--- config.mk ---
export PLATFORM = sky130hd
export DESIGN_NAME = traffic_control
export DESIGN_NICKNAME = d
export VERILOG_FILES = /design/src/rtl/traffic_control.sv
export SDC_FILE = /design/constraint.sdc
export NUM_CORES = 1
export LEC_CHECK = 0
export BUFFER_PORTS_ARGS = -buffer_cell sky130_fd_sc_hd__buf_2
export CAP_MARGIN = 20
export CORE_MARGIN = 10
export CORE_UTILIZATION = 47
export DETAILED_ROUTE_END_ITERATION = 6
export PLACE_DENSITY = 0.77
export SKIP_CTS_REPAIR_TIMING = 1
export SYNTH_ARGS = -nofsm -noshare
export SYNTH_HDL_FRONTEND = slang
export SYNTH_SLANG_ARGS = --single-unit
--- constraint.sdc ---
create_clock -name clk -period 1.6 [get_ports clk]
set_input_delay 0 -clock clk [delete_from_list [all_inputs] [get_ports clk]]
set_output_delay 0 -clock clk [all_outputs]
set_load 0.05 [all_outputs]
--- src/rtl/traffic_control.sv ---
// traffic_control: four-way intersection light controller.
//
// Normal rotation is N -> S -> E -> W -> N, each direction showing green for
// GREEN_CYCLES then yellow for YELLOW_CYCLES; every other direction is red.
// A latched emergency request cuts short a foreign green, lets any yellow
// finish, then holds the requested direction green for EMERG_CYCLES.
//
// Optional feature macro: TRAFFIC_PED_EN
//   defined   : pedestrian button latches a request that is served as an
//               all-red PED_WALK phase after the next yellow completes.
//   undefined : ped_request is ignored and there is no PED_WALK phase.
//
// Ports:
//   clk            single clock, rising edge
//   rst_a          synchronous active-high reset
//   ped_request    pedestrian button, sampled every rising edge
//   emergency_dir  emergency presence, bit0 N, bit1 S, bit2 E, bit3 W
//   n/s/e/w_lights {green,yellow,red}: 100 green, 010 yellow, 001 red
module traffic_control #(
    parameter int GREEN_CYCLES  = 8,
    parameter int YELLOW_CYCLES = 2,
    parameter int PED_CYCLES    = 5,
    parameter int EMERG_CYCLES  = 10
) (
    input  logic       clk,
    input  logic       rst_a,
    input  logic       ped_request,
    input  logic [3:0] emergency_dir,
    output logic [2:0] n_lights,
    output logic [2:0] s_lights,
    output logic [2:0] e_lights,
    output logic [2:0] w_lights
);

    localparam int MAX_GY  = (GREEN_CYCLES > YELLOW_CYCLES) ? GREEN_CYCLES : YELLOW_CYCLES;
    localparam int MAX_PE  = (PED_CYCLES > EMERG_CYCLES) ? PED_CYCLES : EMERG_CYCLES;
    localparam int MAX_CYC = (MAX_GY > MAX_PE) ? MAX_GY : MAX_PE;
    localparam int CNT_W   = $clog2(MAX_CYC + 1);

    localparam logic [2:0] LIGHT_G = 3'b100;
    localparam logic [2:0] LIGHT_Y = 3'b010;
    localparam logic [2:0] LIGHT_R = 3'b001;

    // Green/yellow encodings are {0, dir[1:0], is_yellow} so the direction
    // and colour fall straight out of the state bits.
    typedef enum logic [3:0] {
        N_GREEN  = 4'd0,
        N_YELLOW = 4'd1,
        S_GREEN  = 4'd2,
        S_YELLOW = 4'd3,
        E_GREEN  = 4'd4,
        E_YELLOW = 4'd5,
        W_GREEN  = 4'd6,
        W_YELLOW = 4'd7,
`ifdef TRAFFIC_PED_EN
        PED_WALK = 4'd8,
`endif
        EMERG    = 4'd9
    } state_t;

    state_t           state;
    logic [CNT_W-1:0] cnt;
    logic             emerg_pend;
    logic [1:0]       emerg_idx;    // kept after the latch clears; EMERG decodes it
    logic [1:0]       next_dir;

`ifdef TRAFFIC_PED_EN
    logic             ped_pending;
    logic [1:0]       ped_next;     // direction whose green follows the walk
`else
    logic             ped_unused;
    assign ped_unused = ped_request;
`endif

    function automatic state_t green_of(input logic [1:0] d);
        return state_t'({1'b0, d, 1'b0});
    endfunction

    function automatic state_t yellow_of(input logic [1:0] d);
        return state_t'({1'b0, d, 1'b1});
    endfunction

    // Fixed priority N > S > E > W; lower-priority bits are dropped.
    function automatic logic [1:0] emerg_prio(input logic [3:0] d);
        if (d[0])      return 2'd0;
        else if (d[1]) return 2'd1;
        else if (d[2]) return 2'd2;
        else           return 2'd3;
    endfunction

    assign next_dir = state[2:1] + 2'd1;

    always_ff @(posedge clk) begin
        if (rst_a) begin
            state      <= N_GREEN;
            cnt        <= CNT_W'(GREEN_CYCLES);
            emerg_pend <= 1'b0;
            emerg_idx  <= 2'd0;
`ifdef TRAFFIC_PED_EN
            ped_pending <= 1'b0;
            ped_next    <= 2'd0;
`endif
        end else begin
            if (state != EMERG && !emerg_pend && emergency_dir != 4'd0) begin
                emerg_pend <= 1'b1;
                emerg_idx  <= emerg_prio(emergency_dir);
            end
`ifdef TRAFFIC_PED_EN
            if (state != PED_WALK && ped_request)
                ped_pending <= 1'b1;
`endif
            cnt <= cnt - 1'b1;

            case (state)
                N_GREEN, S_GREEN, E_GREEN, W_GREEN: begin
                    // A same-direction emergency keeps the green lit and
                    // converts it to EMERG without a yellow in between.
                    if (emerg_pend && emerg_idx == state[2:1]) begin
                        state      <= EMERG;
                        cnt        <= CNT_W'(EMERG_CYCLES);
                        emerg_pend <= 1'b0;
                    end else if (emerg_pend || cnt == CNT_W'(1)) begin
                        state <= yellow_of(state[2:1]);
                        cnt   <= CNT_W'(YELLOW_CYCLES);
                    end
                end
                N_YELLOW, S_YELLOW, E_YELLOW, W_YELLOW: begin
                    if (cnt == CNT_W'(1)) begin
                        if (emerg_pend) begin
                            state      <= EMERG;
                            cnt        <= CNT_W'(EMERG_CYCLES);
                            emerg_pend <= 1'b0;
`ifdef TRAFFIC_PED_EN
                        end else if (ped_pending) begin
                            state       <= PED_WALK;
                            cnt         <= CNT_W'(PED_CYCLES);
                            ped_pending <= 1'b0;
                            ped_next    <= next_dir;
`endif
                        end else begin
                            state <= green_of(next_dir);
                            cnt   <= CNT_W'(GREEN_CYCLES);
                        end
                    end
                end
`ifdef TRAFFIC_PED_EN
                PED_WALK: begin
                    if (cnt == CNT_W'(1)) begin
                        if (emerg_pend) begin
                            state      <= EMERG;
                            cnt        <= CNT_W'(EMERG_CYCLES);
                            emerg_pend <= 1'b0;
                        end else begin
                            state <= green_of(ped_next);
                            cnt   <= CNT_W'(GREEN_CYCLES);
                        end
                    end
                end
`endif
                EMERG: begin
                    if (cnt == CNT_W'(1)) begin
                        state <= yellow_of(emerg_idx);
                        cnt   <= CNT_W'(YELLOW_CYCLES);
                    end
                end
                default: begin
                    state <= N_GREEN;
                    cnt   <= CNT_W'(GREEN_CYCLES);
                end
            endcase
        end
    end

    // Light decode: at most one direction is ever selected.
    logic       act_en;
    logic [1:0] act_dir;
    logic [2:0] act_col;

    always_comb begin
        act_en  = 1'b0;
        act_dir = state[2:1];
        act_col = LIGHT_G;
        if (state == EMERG) begin
            act_en  = 1'b1;
            act_dir = emerg_idx;
        end else if (state <= W_YELLOW) begin
            act_en  = 1'b1;
            act_col = state[0] ? LIGHT_Y : LIGHT_G;
        end
        n_lights = (act_en && act_dir == 2'd0) ? act_col : LIGHT_R;
        s_lights = (act_en && act_dir == 2'd1) ? act_col : LIGHT_R;
        e_lights = (act_en && act_dir == 2'd2) ? act_col : LIGHT_R;
        w_lights = (act_en && act_dir == 2'd3) ? act_col : LIGHT_R;
    end

endmodule

==> impl_results.md <==
- First-pass GRT wire length: 4.11 mm
- FP Rows: 15
- Hold_sp: emergency_dir[0]
- Avg Cell Area, Syn: 7.67 um2
- Max Cap Violations: 0
- Cells taking the most area after synthesis: dfxtp_1 (27%), a21oi_1 (5.4%), nor2_1 (5.4%)
- Area of the core: 1710 um2
- Initial core utilization: 48.5%
- Fillers: 143
- Worst-path cell chain: and3_1, nor3b_2, o21bai_2, nor3_4, buf_6
- Syn_nets: 117
- Post-place setup slack: 17.2 ps
- FF-to-FF Start: state[1]$_SDFFE_PP0P_
- Antenna diodes: 0
- Drt pass-1 iters: 4
- EDFF count, synth: 0
- Post-synthesis cell type count: 47
- Port buffer count: 17
- Initial antenna violation count: 0
- Mapped cell area: 828 um2
- Multi-input logic area: 651 um2
- Final count of pins violating max slew: 0
- Share of layout cells above drive strength 1: 49.6%
- CTS Buffer Depth: 2
- Final setup TNS: 0 ps
- Mapped Cells: 108
- Setup Viol. Count Final: 0
- Tmin final: 1580 ps
- Unrepaired setup endpoints after global routing: true
- Slew headroom: 76.8%
- Chip height: 62.0 um
- Synth area leader: dfxtp_1
- Worst R2R Setup Slack: 70 ps
- Total wire length: 2.60 mm
- CTS root buf: clkbuf_4
- GR Overflow Total: 0
- Slowest-stage cell, CP: dfxtp_4
- FFs w/ async S/R, synth: 0%
- F_max: 632 MHz
- Flop and latch count out of synthesis: 11
- Status: finished clean
- Final period util: 98.9%
- Post-route setup slack: 16.8 ps
- Tot GR Track Use: 14.1%
- Vias: 976
- Vias in the first global route: 934
- Worst-path clk slew: 80 ps
- Worst Hold Endpoint: emerg_idx[1]$_SDFFE_PP0P_
- Register area: 234 um2
- Setup crit start kind: flip-flop
- Setup Crit Path Kind: reg2out
- DRC Markers: 0
- Die Wd: 62.0 um
- CTS sink count: 11
- Critical path's top delay family: simple AND/OR/NAND/NOR gates
- Worst path required time: 1600 ps
- CP max FO: 11
- Largest net degree at the start of global routing: 13
- Util after Layout: 72.6%
- Crit path largest cell delay: 430 ps
- Synth top area share: 26.6%
- Clock Skew: 4.78 ps
- Reg-to-Reg End: state[2]$_SDFFE_PP0P_
- CTS tree: done
- Initial DRC count: 29
- Antenna Nets Post-Route: 0
- GPL Wtd Cong: 0.838
- Htree depth: 1
- Register area share after synthesis: 26.6%
- Post-DP HPWL: 1.83 mm
- Area Overhead vs Synth: 49.7%
- Cells on worst reg2reg path: 5
- Fin. Hold Viols: 0
- Number of vias per cell: 5.95
- Crit path DAT: 1580 ps
- P_leak: 0.000522 uW
- Cts bufs inserted: 3
- Most used DFF post-synth: dfxtp_1
- Max IR drop VDD: 756 uV
- YS warnings: 0
- Commonest non-fill, non-tap cell in the layout: buf_4
- Hold depth: 3
- CP Buf/Inv Count: 1
- Avg WL per Cell: 15.8 um
- Most frequent cells in the layout: buf_4 (18), a21oi_1 (8), buf_2 (8)
- Nets: 149
- Hold Path Class: in2reg
- Die area: 3840 um2
- Worst Max-Slew Pin Slew: 345 ps
- Pwr Density: 1080 nW/um2
- IO Count: 19
- Clk_lat worst skew: 280 ps
- Crit. End Element: output port
- Hold_ws: 48.9 ps
==> where the power goes <==
part	switching, uW	leakage, uW	internal, uW
Clock	104	0.0000150	96.7
Sequential	90.3	0.0000940	338
Combinational	405	0.000413	308
==> Yosys cell counts (4+ instances only) <==
cell	n
nand3_1	4
nor3_1	4
nor2_1	12
a21oi_1	9
nand2_1	5
dfxtp_1	11
clkbuf_1	4
inv_1	5
==> how the worst max path moves through the flow <==
stage / startpoint / to / cells after the start
2_1_floorplan: state[0]$_SDFFE_PP0P_ / s_lights[2] / 5
6_report: state[0]$_SDFFE_PP0P_ / s_lights[1] / 5
3_5_place_dp: state[3]$_SDFFE_PP0P_ / cnt[2]$_SDFF_PP0_ / 5
3_3_place_gp: state[3]$_SDFFE_PP0P_ / cnt[2]$_SDFF_PP0_ / 5
5_1_grt: state[0]$_SDFFE_PP0P_ / s_lights[1] / 5
4_1_cts: state[0]$_SDFFE_PP0P_ / s_lights[1] / 5
==> layout make-up <==
| cell class | count | share of cell area, % |
|---|---|---|
| tap | 25 | 2.52 |
| clock buffer | 4 | 2.12 |
| timing repair buffer | 36 | 21.9 |
| inverter | 7 | 2.12 |
| multi-input combinational | 81 | 52.5 |
| sequential | 11 | 18.9 |
==> per-layer routing <==
layer | global-route usage (%) | vias to the layer above | share of wire (%)
li1 | - | 461 | -
met1 | 14.6 | 473 | 40
met2 | 25.6 | 36 | 52
met3 | 4.67 | 6 | 6.5
met4 | 5.10 | 0 | 1.7
met5 | 0 | - | 0
==> through the flow <==
stage / total power, uW / cell area, um2 / cells
final: 1340 / 1240 / 164
after global routing: 1420 / 1240 / 164
after CTS: 1240 / 1100 / 157
after detailed placement: 1040 / 1070 / 153
after global placement: 1020 / 1070 / 153
after floorplan: 877 / 916 / 108
==> worst reg2reg max path: stages, from the launching register on <==
cell     delay (ps)
dfxtp_2         390
buf_4           180
nor4b_1         300
a21oi_1         100
a221o_1         350
a21oi_2         140
==> cells by family after synthesis <==
kind of cell | count (synthesis) | synth area share (%)
and+or+nand+nor | 46 | 32.9
buffers and inverters | 16 | 8.91
adders and majority gates | 2 | 3.02
muxes | 1 | 1.21
xor gates and xnor gates | 3 | 3.17
AOI/OAI and AO/OA | 29 | 24.2
DFF | 11 | 26.6
==> sequential cells by signal, indices dropped and copies added (netlist names) <==
signal and count:
cnt 4, emerg_idx 2, emerg_pend 1, state 4
No activity file was read; power rests on OpenSTA's default activity.
